$ cat src/rtl/suma_serie_ctrl_pkg.sv
// Shared calculator definitions: sequencer state encoding and operation codes.
package suma_serie_ctrl_pkg;

    typedef enum logic [1:0] {
        ST_IDLE = 2'd0,
        ST_RUN  = 2'd1,
        ST_DONE = 2'd2
    } state_e;

    localparam logic OP_ADD = 1'b0;
    localparam logic OP_SUB = 1'b1;

endpackage

$ cat src/rtl/sumador_completo.sv
// One-bit full-adder slice, time-shared by the serial sequencer.
module sumador_completo (
    input  logic a,
    input  logic b,
    input  logic cin,
    output logic s,
    output logic cout
);

    assign s    = a ^ b ^ cin;
    assign cout = (a & b) | (a & cin) | (b & cin);

endmodule

$ cat src/rtl/suma_serie_ctrl.sv
// Bit-serial add/subtract sequencer: one full-adder slice run LSB-first over WIDTH cycles.
module suma_serie_ctrl
    import suma_serie_ctrl_pkg::*;
#(
    parameter int WIDTH = 5
) (
    input  logic             clk,
    input  logic             rst,
    input  logic             start,
    input  logic             op,
    input  logic [WIDTH-1:0] a,
    input  logic [WIDTH-1:0] b,
    output logic             busy,
    output logic             done,
    output logic [WIDTH:0]   x
);

    localparam int CW = (WIDTH > 1) ? $clog2(WIDTH) : 1;

    state_e           state_q, state_d;
    logic [WIDTH-1:0] sa_q, sa_d;
    logic [WIDTH-1:0] sb_q, sb_d;
    logic [WIDTH-1:0] sr_q, sr_d;
    logic             c_q, c_d;
    logic             opq_q, opq_d;
    logic [CW-1:0]    cnt_q, cnt_d;
    logic [WIDTH:0]   x_q, x_d;

    logic             s, cout;

    sumador_completo u_slice (
        .a   (sa_q[0]),
        .b   (sb_q[0]),
        .cin (c_q),
        .s   (s),
        .cout(cout)
    );

    always_comb begin
        state_d = state_q;
        sa_d    = sa_q;
        sb_d    = sb_q;
        sr_d    = sr_q;
        c_d     = c_q;
        opq_d   = opq_q;
        cnt_d   = cnt_q;
        x_d     = x_q;
        case (state_q)
            ST_IDLE: begin
                if (start) begin
                    state_d = ST_RUN;
                    sa_d    = a;
                    // Subtraction is a + ~b + 1: the +1 rides in as the initial carry.
                    sb_d    = (op == OP_SUB) ? ~b : b;
                    c_d     = op;
                    opq_d   = op;
                    cnt_d   = '0;
                end
            end
            ST_RUN: begin
                c_d   = cout;
                sa_d  = sa_q >> 1;
                sb_d  = sb_q >> 1;
                sr_d  = {s, sr_q[WIDTH-1:1]};
                cnt_d = cnt_q + CW'(1);
                if (cnt_q == CW'(WIDTH - 1)) begin
                    state_d = ST_DONE;
                    // Carry out of a subtraction means no borrow, so it is inverted.
                    x_d     = {(opq_q == OP_SUB) ? ~cout : cout, s, sr_q[WIDTH-1:1]};
                end
            end
            ST_DONE: state_d = ST_IDLE;
            default: state_d = ST_IDLE;
        endcase
    end

    always_ff @(posedge clk) begin
        if (rst) begin
            state_q <= ST_IDLE;
            sa_q    <= '0;
            sb_q    <= '0;
            sr_q    <= '0;
            c_q     <= 1'b0;
            opq_q   <= 1'b0;
            cnt_q   <= '0;
            x_q     <= '0;
        end else begin
            state_q <= state_d;
            sa_q    <= sa_d;
            sb_q    <= sb_d;
            sr_q    <= sr_d;
            c_q     <= c_d;
            opq_q   <= opq_d;
            cnt_q   <= cnt_d;
            x_q     <= x_d;
        end
    end

    assign busy = (state_q != ST_IDLE);
    assign done = (state_q == ST_DONE);
    assign x    = x_q;

endmodule

$ cat config.mk
export PLATFORM = sky130hd
export DESIGN_NAME = suma_serie_ctrl
export DESIGN_NICKNAME = d
export VERILOG_FILES = /design/src/rtl/suma_serie_ctrl_pkg.sv /design/src/rtl/sumador_completo.sv /design/src/rtl/suma_serie_ctrl.sv
export SDC_FILE = /design/constraint.sdc
export NUM_CORES = 1
export LEC_CHECK = 0
export ABC_AREA = 0
export CAP_MARGIN = 10
export CORE_ASPECT_RATIO = 0.75
export CORE_MARGIN = 2
export CORE_UTILIZATION = 45
export DETAILED_ROUTE_END_ITERATION = 8
export GPL_TIMING_DRIVEN = 1
export PLACE_DENSITY = 0.77
export REMOVE_ABC_BUFFERS = 1
export SLEW_MARGIN = 20
export SYNTH_ARGS = -nofsm -noshare
export SYNTH_HDL_FRONTEND = slang
export SYNTH_SLANG_ARGS = --single-unit
$ cat constraint.sdc
create_clock -name clk -period 2.2 [get_ports clk]
set_input_delay 0.66 -clock clk [delete_from_list [all_inputs] [get_ports clk]]
set_output_delay 0.66 -clock clk [all_outputs]
set_load 0.05 [all_outputs]
# Word level (Yosys, flattened, before mapping)
# Cells that the tools add are included.
dict set report classes {
  addsub 1
  eq_ne 5
  muxes 13
  bitwise 9
  reduce_logical 7
}
# cell n
set ops {}
lappend ops {{case mux 5 bit (2 select lines)} 2}
lappend ops {{two-way mux 5 bit} 3}
lappend ops {{AND reduction 2 bit} 4}
lappend ops {{case mux 3 bit (2 select lines)} 1}
lappend ops {{NOT 5 bit} 1}
lappend ops {{two-way mux 2 bit} 2}
lappend ops {{!= test 2 bit (second input constant)} 2}
lappend ops {{case mux 2 bit (2 select lines)} 1}
lappend ops {{nonzero test 2 bit} 2}
lappend ops {{adder 3 x 1 -> 3 bit (second input constant)} 1}
lappend ops {{bitwise AND 1 bit} 3}
lappend ops {{equality test 3 bit (second input constant)} 1}
lappend ops {{two-way mux 3 bit} 1}
lappend ops {{equality test 2 x 1 -> 1 bit (second input constant)} 1}
lappend ops {{equality test 2 bit (second input constant)} 1}
lappend ops {{logical NOT 2 bit} 1}
lappend ops {{two-way mux 1 bit} 2}
lappend ops {{bitwise OR 1 bit} 2}
lappend ops {{case mux 1 bit (2 select lines)} 1}
lappend ops {{XOR 1 bit} 2}
lappend ops {{NOT 1 bit} 1}
dict set report totals {
  regBits 28
  inputBits 14
}

# Longest topological paths before layout
# Gate-level depths: netlist (run 1).
dict set report depth {
  depth_word 5
  mapped_depth 5
}

# Cells and area by module
# Synthesis (run 1) repeated with hierarchy kept, for this count alone.
dict set report hier_totals {
  hier_cells 122
  area_unflattened_um2 1228.7
}
# mod instances cells_each area_per_inst_um2 seq_area_each_um2
set by_module_without_submodules {}
lappend by_module_without_submodules {suma_serie_ctrl 1 121 1208.7 540.5}
lappend by_module_without_submodules {sumador_completo 1 1 20.0 0.0}

# Worst setup path before layout (run 1)
# No wires, ideal clock.
dict set report synth_path {
  path_type {flip-flop to output port}
  start {register state_q[0]}
  end {output done}
  arrival_ns 1.316
  required_time_ns 1.540
  setup_slack_ns 0.224
  path_stages_with_launch 4
  path_cell_list {dfxtp_1 -> buf_4 -> buf_2 -> nor2b_1}
}
dict set report synth_via {
  elab_chain_len 1
}
# item line_no
set synth_rtl {}
lappend synth_rtl {{start, declared} suma_serie_ctrl.sv:20} ;# state_e state_q, state_d;
lappend synth_rtl {{start signal, assigned} suma_serie_ctrl.sv:88} ;# state_q <= state_d;
lappend synth_rtl {{equality test 2 bit} suma_serie_ctrl.sv:100} ;# assign done = (state_q == ST_DONE);
lappend synth_rtl {{end, declared} suma_serie_ctrl.sv:14} ;# output logic done,
# Every way passes these cells.

# Worst setup path after layout (run 1)
dict set report layout_path {
  start {register state_q[1]}
  end {output busy}
}
dict set report layout_via {
  elab_chain_len 1
}
# item line_no
set layout_rtl {}
lappend layout_rtl {{nonzero test 2 bit} suma_serie_ctrl.sv:99} ;# assign busy = (state_q != ST_IDLE);
lappend layout_rtl {{end, declared} suma_serie_ctrl.sv:13} ;# output logic busy,
# Every way passes these cells.

==> results.cfg, run 1 <==
[worst_setup_path]
endpoint_kind = primary output
r2r_slack_ns = 0.78
path_max_fanout = 11
ff2ff_path_depth = 3
path_cells = or2_2, buf_12
reg2reg_from = state_q[0]$_SDFFE_PP0P_
crit_type = reg2out
crit_path_max_incr_delay_ns = 0.43
start_kind = register
cp-startpoint = state_q[1]$_SDFFE_PP0P_
crit_arrival_ns = 1.28
timing.rr.end = sb_q[3]$_SDFFE_PP0P_
cp_slowest_cell = dfxtp_1
required_ns = 1.54

[place]
place_area_um2 = 1440
hpwlAfterDp_um = 1780
gp_congestion = 0.724
numPortBuffers = 21
pre_cts_slack_ns = 0.201
placedCellCount = 171

[finish]
diodes = 0
drive_above_1_share = 0.137
layout.nets = 157
fin_area_um2 = 1480
finalNonFillerCells = 175
area_growth_pct = 23.6
fill_cells = 241

[drt]
wire_per_inst_um = 14.3
ant_nets = 0
first_pass_iters = 4
routed_via_density = 5.31
via_count = 930
drt_iter0_drc = 73
totalWireLength_um = 2510
drc_errors = 0

[grt]
grt.overflow.total = 0
antenna_found_initial = 0
grt_use_met3 = 0.0674
grtUsageMet1 = 0.221
grt_busiest_layer = met2
grt_max_degree = 24
grtUsageTotal = 0.176
grt_pass1_wl_um = 4180
met2_usage = 0.284
grt_pass1_vias = 913

[timing]
min_period_ns = 1.94
slew_headroom = 0.591
tns_ns = 0
hold_slack_ns = 0.511
fmaxAchievable_mhz = 517
tightest_slew_ns = 0.613
fin_crit_sh = 0.880
skew_ns = 0.00903
finalHoldViolCount = 0
setup_viol = 0
rsz0062_at_grt = no
final-max-slew-violation-count = 0
setup_ws_ns = 0.264

[min_path]
hold_depth = 1
hold_class = reg2reg
hold_start = sb_q[1]$_SDFFE_PP0P_
hold-path-endpoint = sb_q[0]$_SDFFE_PP0P_

[logic_synthesis]
synthTopCellsByCount = dfxtp_1 (27), nor2_1 (27), mux2i_1 (16), a211oi_1 (4), xnor2_1 (4)
ys_warn_count = 0
avgSynthCellArea_um2 = 10.1
ys_seq_area_frac = 0.451
yosysTopAreaCellShare = 0.451
synth_area_leaders = dfxtp_1 (45%), mux2i_1 (13%), nor2_1 (8.5%), xnor2_1 (2.9%), a221o_2 (2.8%)
synth-async-reset-ratio = 0
synth-edff-count = 0
ys_ff_latch = 27
synth_cells = 119
yosysUniqueCellTypes = 33
post-synth-top-area-cell = dfxtp_1
synth_area_um2 = 1200
synth-main-ff-cell = dfxtp_1

[power]
power.density_nw_per_um2 = 599
p_clk_frac = 0.242
max-vdd-ir-drop_mv = 0.495
p_switching_mw = 0.230
comb_power_share = 0.162
swShare = 0.260
internal_power_mw = 0.657
seq_power_share = 0.596
power_leakage_nw = 0.727

[clock_tree]
cts_hold_buffers = 0
cts-root-buf = clkbuf_4
clock_sinks = 27
cts.clk_slew.worst_paths_ns = 0.14
cts_buffers = 3
clockBufferDepth = 2
cts_tree = built
htree_levels = 1
clock_latency_ns = 0.33

[die]
die-width_um = 63.6
io_pins = 22
coreArea_um2 = 2560
die_area_um2 = 3090
rows = 16
start_util = 0.467
die_h_um = 48.7

[job]
drv_cap = 0

[status]
status = complete, no violations
-- kinds of logic (layout without fill, tap and decap cells) --
kind of cell    after synthesis  count (layout)  synth area share
mux                          16              16             0.134
buf+inv                      11              31            0.0502
xor+xnor                      6               6            0.0439
flops                        27              27             0.451
compound gates               16              16             0.112
fa+ha+maj                     3               3            0.0376
simple gates                 40              40             0.171
-- final cells by class --
type                    count  area (µm²)  area share
repair buffers             25         263       0.178
flip-flops and latches     27         541       0.365
multi-input cells          81         597       0.403
well taps                  36        45.0      0.0304
inverters                   2        7.51     0.00507
clock inverters             1        5.00     0.00338
clock buffers               3        22.5      0.0152
-- layout by cell type (no fill, tap or decap), types with 2 or more instances in the layout --
| master | n |
|---|---|
| a211oi_1 | 4 |
| a221o_2 | 3 |
| a22oi_1 | 3 |
| buf_4 | 5 |
| clkbuf_4 | 3 |
| clkdlybuf4s50_1 | 13 |
| dfxtp_1 | 27 |
| dlymetal6s2s_1 | 6 |
| ha_1 | 2 |
| inv_1 | 2 |
| mux2i_1 | 16 |
| nor2_1 | 27 |
| nor2b_1 | 2 |
| xnor2_1 | 4 |
| xor2_1 | 2 |
-- how the worst max path moves through the flow --
stage	endpoint	slack [ns]	cells past startpoint
5_1_grt	done	0.17	2
2_1_floorplan	done	0.32	1
6_report	busy	0.26	2
3_5_place_dp	sb_q[2]$_SDFFE_PP0P_	0.20	4
3_3_place_gp	sb_q[3]$_SDFFE_PP0P_	0.22	4
4_1_cts	x[1]	0.01	1
-- sequential cells by signal, summed over array words and instances (netlist names) --
name	cells
opq_q	1
c_q	1
sr_q	4
sa_q	5
sb_q	5
cnt_q	3
state_q	2
x	6
-- power by group through the flow --
stage / registers, mW / clock network (mW) / logic (mW)
3_3_place_gp: 0.538 / 0 / 0.139
4_1_cts: 0.528 / 0.220 / 0.144
5_1_grt: 0.532 / 0.242 / 0.156
6_report: 0.529 / 0.215 / 0.143
2_1_floorplan: 0.539 / 0 / 0.0752
3_5_place_dp: 0.539 / 0 / 0.143
-- worst max-delay path, delay by kind of cell (launching register included) --
family                 cells  cell delay (ns)
DFF                        1             0.43
buffers and inverters      1             0.16
and+or+nand+nor            1             0.36
-- metal layers --
layer	wire length, µm	vias up
li1	-	453
met1	1150	448
met2	1180	25
met3	147	4
met4	22	0
met5	0	-
-- metrics by stage --
stage / power (mW) / util
3_5_place_dp: 0.682 / 0.561
2_1_floorplan: 0.615 / -
6_report: 0.887 / 0.578
4_1_cts: 0.892 / 0.572
3_3_place_gp: 0.677 / 0.561
5_1_grt: 0.931 / 0.578
-- timing repair --
| action | in CTS | in global routing |
|---|---|---|
| endpoints found under the setup margin | 0 | 6 |
| hold endpoints to repair | 0 | 0 |
| gates resized for setup | 0 | 6 |
| buffers inserted | 0 | 0 |
(Power assumes the default switching activity.)
==> run 2: changes to the inputs <==
Settings changed: CAP_MARGIN 10 to 20, CORE_UTILIZATION 45 to 54, PLACE_DENSITY 0.77 to 0.89, SLEW_MARGIN 20 to 10.
==> run 2 against run 1 <==
Net effect: first-iteration DRC count is 79% lower; setup slack worse by 0.21 ns; critical path depth is 1 lower; via count down 3.5%; power shrank 1.7%; largest cell class unchanged.
==> results.cfg, run 2 (synthesized netlist as in run 1, its figures left out) <==
[finish]
postLayoutCoreUtil = 0.708
drive_above_1_share = 0.129
diodes = 0
mostFrequentLayoutCells = nor2_1 (27), dfxtp_1 (27), clkdlybuf4s50_1 (18)
layout.nets = 157
fill_cells = 151
largest_reg_flops = 6
area_growth_pct = 21.2

[grt]
grtUsageTotal = 0.213
grt_pass1_wl_um = 4070
grt_pass1_vias = 850
grt_max_degree = 23
antenna_found_initial = 0
grt.overflow.total = 0

[drt]
totalWireLength_um = 2400
ant_nets = 0
drc_errors = 0
drt_iter0_drc = 15
first_pass_iters = 4
via_count = 897
routed_via_density = 5.50
wire_per_inst_um = 14.7

[worst_setup_path]
path_max_fanout = 2
crit_path_max_incr_delay_ns = 0.81
crit_type = reg2out
path_buf_inv = 1
required_ns = 1.54
start_kind = register
path_cells = clkdlybuf4s50_1
crit_family = buffers and inverters
cp_slowest_cell = clkdlybuf4s50_1
crit_arrival_ns = 1.49
endpoint_kind = primary output

[die]
rows = 14
coreArea_um2 = 2050
io_pins = 22
die-width_um = 58.4
die_area_um2 = 2610
die_h_um = 44.8
start_util = 0.584

[clock_tree]
cts_buffers = 3
cts_setup_buffers = 0
clock_sinks = 27
htree_levels = 1
cts_hold_buffers = 0
cts-root-buf = clkbuf_4
cts.clk_slew.worst_paths_ns = 0.13
clockBufferDepth = 2
clock_latency_ns = 0.31
cts_tree = built
post_cts_resized = 0

[timing]
hold_slack_ns = 0.506
fmaxAchievable_mhz = 465
final-max-slew-violation-count = 0
min_period_ns = 2.15
tns_ns = 0
fin_crit_sh = 0.977
setup_viol = 0
tightest_slew_ns = 0.626
rsz0062_at_grt = no
finalHoldViolCount = 0
slew_headroom = 0.582
skew_ns = 0.00469

[power]
power_leakage_nw = 0.630
comb_power_share = 0.165
max-vdd-ir-drop_mv = 0.498
seq_power_share = 0.606
p_switching_mw = 0.213
p_clk_frac = 0.229
internal_power_mw = 0.659
power.density_nw_per_um2 = 601
swShare = 0.244
total_power_mw = 0.872

[job]
drv_cap = 0

[place]
hpwlAfterDp_um = 1850
numPortBuffers = 21
gp_congestion = 0.719

[min_path]
hold_class = reg2reg

[status]
status = complete, no violations
-- run 2: cell count changes in the layout (fill, tap and decap cells not counted) --
cell | before | now
clkdlybuf4s50_1 | 13 | 18
dlymetal6s2s_1 | 6 | 1
clkbuf_1 | 0 | 1
clkinv_2 | 1 | 0
-- run 2: worst min-delay path, delay by kind of cell, from the launching register on --
kind	cells	cell delay, ns
flops	1	0.33
simple gates	1	0.09
compound gates	1	0.05
-- run 2: power groups by stage --
stage | clock, mW | combinational (mW) | sequential, mW
finish | 0.199 | 0.144 | 0.528
global route | 0.220 | 0.159 | 0.531
CTS | 0.209 | 0.144 | 0.528
detailed placement | 0 | 0.143 | 0.539
global placement | 0 | 0.136 | 0.538
floorplan | 0 | 0.0752 | 0.539
-- run 2: layout make-up --
| cell class | count | area (µm²) | share of cell area |
|---|---|---|---|
| clock buffers | 4 | 26.3 | 0.0181 |
| flip-flops and latches | 27 | 541 | 0.372 |
| multi-input cells | 81 | 597 | 0.411 |
| well taps | 24 | 30.0 | 0.0207 |
| repair buffers | 25 | 250 | 0.172 |
| inverters | 2 | 7.51 | 0.00517 |
-- run 2: final timing paths --
path                     endpoint  cells past startpoint                    start  slack, ns
max                          x[4]                      1        x[4]$_SDFFE_PP0P_       0.05
min reg2reg  sa_q[1]$_SDFFE_PP0P_                      2     sa_q[1]$_SDFFE_PP0P_       0.51
min          sa_q[1]$_SDFFE_PP0P_                      2     sa_q[1]$_SDFFE_PP0P_       0.51
max reg2reg  sr_q[1]$_SDFFE_PP0P_                      3  state_q[1]$_SDFFE_PP0P_       0.75
-- run 2: layer usage --
layer,share of wire,GRT usage,up-vias
li1,-,-,454
met1,0.44,0.270,424
met2,0.50,0.357,15
met3,0.046,0.0659,4
met4,0.012,0.0558,0
met5,0,0,-
-- run 2: per-stage QoR --
| stage | cells | instance area [µm²] | setup WS, ns |
|---|---|---|---|
| 2_1_floorplan | 110 | 1140 | 0.323 |
| 3_3_place_gp | 159 | 1420 | 0.243 |
| 3_5_place_dp | 159 | 1420 | 0.207 |
| 4_1_cts | 163 | 1450 | 0.0265 |
| 5_1_grt | 163 | 1450 | 0.0000783 |
| 6_report | 163 | 1450 | 0.0505 |
==> run 3: changes to the inputs <==
Settings changed: SYNTH_HIERARCHICAL set to 1.
==> run 3 against run 2 <==
Net effect: cell count increased by 1.8%; count of clock-buffer cells in the layout unchanged; via count increased by 6.4%; flip-flop and latch count unchanged; first-iteration DRC count increased by 53%; area after synthesis increased by 2.6%; sequential power increased by 0.9%; final area increased by 2.0%; die area increased by 2.4%; maximum frequency increased by 0.51%; synthesized cell count increased by 2.5%; global-route usage decreased by 2.7 points; critical path type unchanged; critical endpoint is now x[5].
==> results.cfg, run 3 <==
[status]
status = complete, no violations

[worst_setup_path]
crit_end = x[5]
crit_arrival_ns = 1.48
start_kind = register
crit_path_max_incr_delay_ns = 0.80
path_buf_inv = 1
cp-startpoint = x[5]$_SDFFE_PP0P_
path_cells = clkdlybuf4s50_1
endpoint_kind = primary output
r2r_slack_ns = 0.60
crit_family = buffers and inverters
crit_type = reg2out
ff2ff_path_depth = 4
path_max_fanout = 2
required_ns = 1.54
timing.rr.end = sa_q[2]$_SDFFE_PP0P_
cp.depth = 1
cp_slowest_cell = clkdlybuf4s50_1
reg2reg_from = state_q[0]$_SDFFE_PP0P_

[drt]
totalWireLength_um = 2280
via_count = 954
drc_errors = 0
wire_per_inst_um = 13.7
ant_nets = 0
drt_iter0_drc = 23
routed_via_density = 5.75
first_pass_iters = 5

[grt]
grt_pass1_wl_um = 3700
grt.overflow.total = 0
antenna_found_initial = 0
grt_max_degree = 17
grtUsageTotal = 0.186
grt_pass1_vias = 874

[power]
power_leakage_nw = 0.629
total_power_mw = 0.888
power.density_nw_per_um2 = 600
max-vdd-ir-drop_mv = 0.500

[finish]
drive_above_1_share = 0.106
fin_area_um2 = 1480
fill_cells = 146
postLayoutCoreUtil = 0.710
register_area_um2 = 541
finalNonFillerCells = 166
area_growth_pct = 20.5
largest_reg_flops = 6
layout.nets = 160
multi_input_area_um2 = 622
mostFrequentLayoutCells = dfxtp_1 (27), nor2_1 (19), clkdlybuf4s50_1 (18)
diodes = 0
layout_commonest_cell = dfxtp_1

[logic_synthesis]
synth_cells = 122
synth_area_leaders = dfxtp_1 (44%), mux2i_1 (12%), nor2_1 (5.8%), xnor2_1 (3.6%), a211oi_1 (3.1%)
synth_area_um2 = 1230
synth-async-reset-ratio = 0
ys_ff_latch = 27
yosysMostFrequentCell = dfxtp_1
synthTopCellsByCount = dfxtp_1 (27), nor2_1 (19), mux2i_1 (15)
avgSynthCellArea_um2 = 10.1
post-synth-top-area-cell = dfxtp_1
ys_warn_count = 6
ys_seq_area_frac = 0.440
synth-main-ff-cell = dfxtp_1
yosysUniqueCellTypes = 36
yosysTopAreaCellShare = 0.440
synth-edff-count = 0

[clock_tree]
cts_tree = built
clock_latency_ns = 0.32
cts-root-buf = clkbuf_4
cts_setup_buffers = 0
cts.clk_slew.worst_paths_ns = 0.14
clockBufferDepth = 2
cts_hold_buffers = 0
clock_sinks = 27
cts_buffers = 3
htree_levels = 1

[die]
die-width_um = 59.1
start_util = 0.589
coreArea_um2 = 2080
die_h_um = 45.3
rows = 14
die_area_um2 = 2680
io_pins = 22

[place]
pre_cts_slack_ns = 0.118
numPortBuffers = 21
hpwlAfterDp_um = 1780
gp_congestion = 0.812
placedCellCount = 162
place_area_um2 = 1450

[timing]
fmaxAchievable_mhz = 468
fin_crit_sh = 0.972
hold_slack_ns = 0.502
finalHoldViolCount = 0
tightest_slew_ns = 0.500
final-max-slew-violation-count = 0
setup_ws_ns = 0.0614
min_period_ns = 2.14
rsz0062_at_grt = no
tns_ns = 0
slew_headroom = 0.666
setup_viol = 0
skew_ns = 0.00136

[min_path]
hold_class = reg2reg
hold_start = sa_q[4]$_SDFFE_PP0P_

[job]
drv_cap = 0
==> run 3: how the worst min path moves through the flow <==
stage	endpoint	slack, ns	depth (start not counted)
finish	sa_q[4]$_SDFFE_PP0P_	0.50	2
global route	sa_q[4]$_SDFFE_PP0P_	0.54	2
CTS	sa_q[4]$_SDFFE_PP0P_	0.50	2
detailed placement	sa_q[4]$_SDFFE_PP0P_	0.49	2
global placement	sa_q[4]$_SDFFE_PP0P_	0.47	2
floorplan	sa_q[4]$_SDFFE_PP0P_	0.45	2
==> run 3: area by class of cell <==
class / instances / area share
multi-input combinational: 83 / 0.420
sequential: 27 / 0.365
timing repair buffer: 25 / 0.169
tap: 24 / 0.0203
clock buffer: 4 / 0.0178
inverter: 3 / 0.00761
==> run 3: timing repair <==
| item | 4_1_cts | 5_1_grt |
|---|---|---|
| resized for setup | 0 | 1 |
| endpoints found under the setup margin | 0 | 1 |
| hold endpoints to repair | 0 | 0 |
==> run 3: kinds of logic after synthesis <==
group,share of synthesized area
AOI/OAI and AO/OA,0.142
DFF,0.440
and+or+nand+nor,0.163
buffers and inverters,0.0540
muxes,0.122
xor gates and xnor gates,0.0428
adders and majority gates,0.0367
==> run 3: routing by layer <==
layer  global-route usage  share of wire  vias up
li1                     -              -      469
met1                0.219           0.43      443
met2                0.338           0.49       32
met3               0.0401          0.050       10
met4               0.0636          0.026        0
met5                    0              0        -
==> run 3: power by group <==
| part | switching, mW | internal, mW | total [mW] |
|---|---|---|---|
| Combinational | 0.0689 | 0.0756 | 0.145 |
| Clock | 0.140 | 0.0710 | 0.211 |
| Sequential | 0.0197 | 0.513 | 0.533 |
| Total | 0.228 | 0.659 | 0.888 |
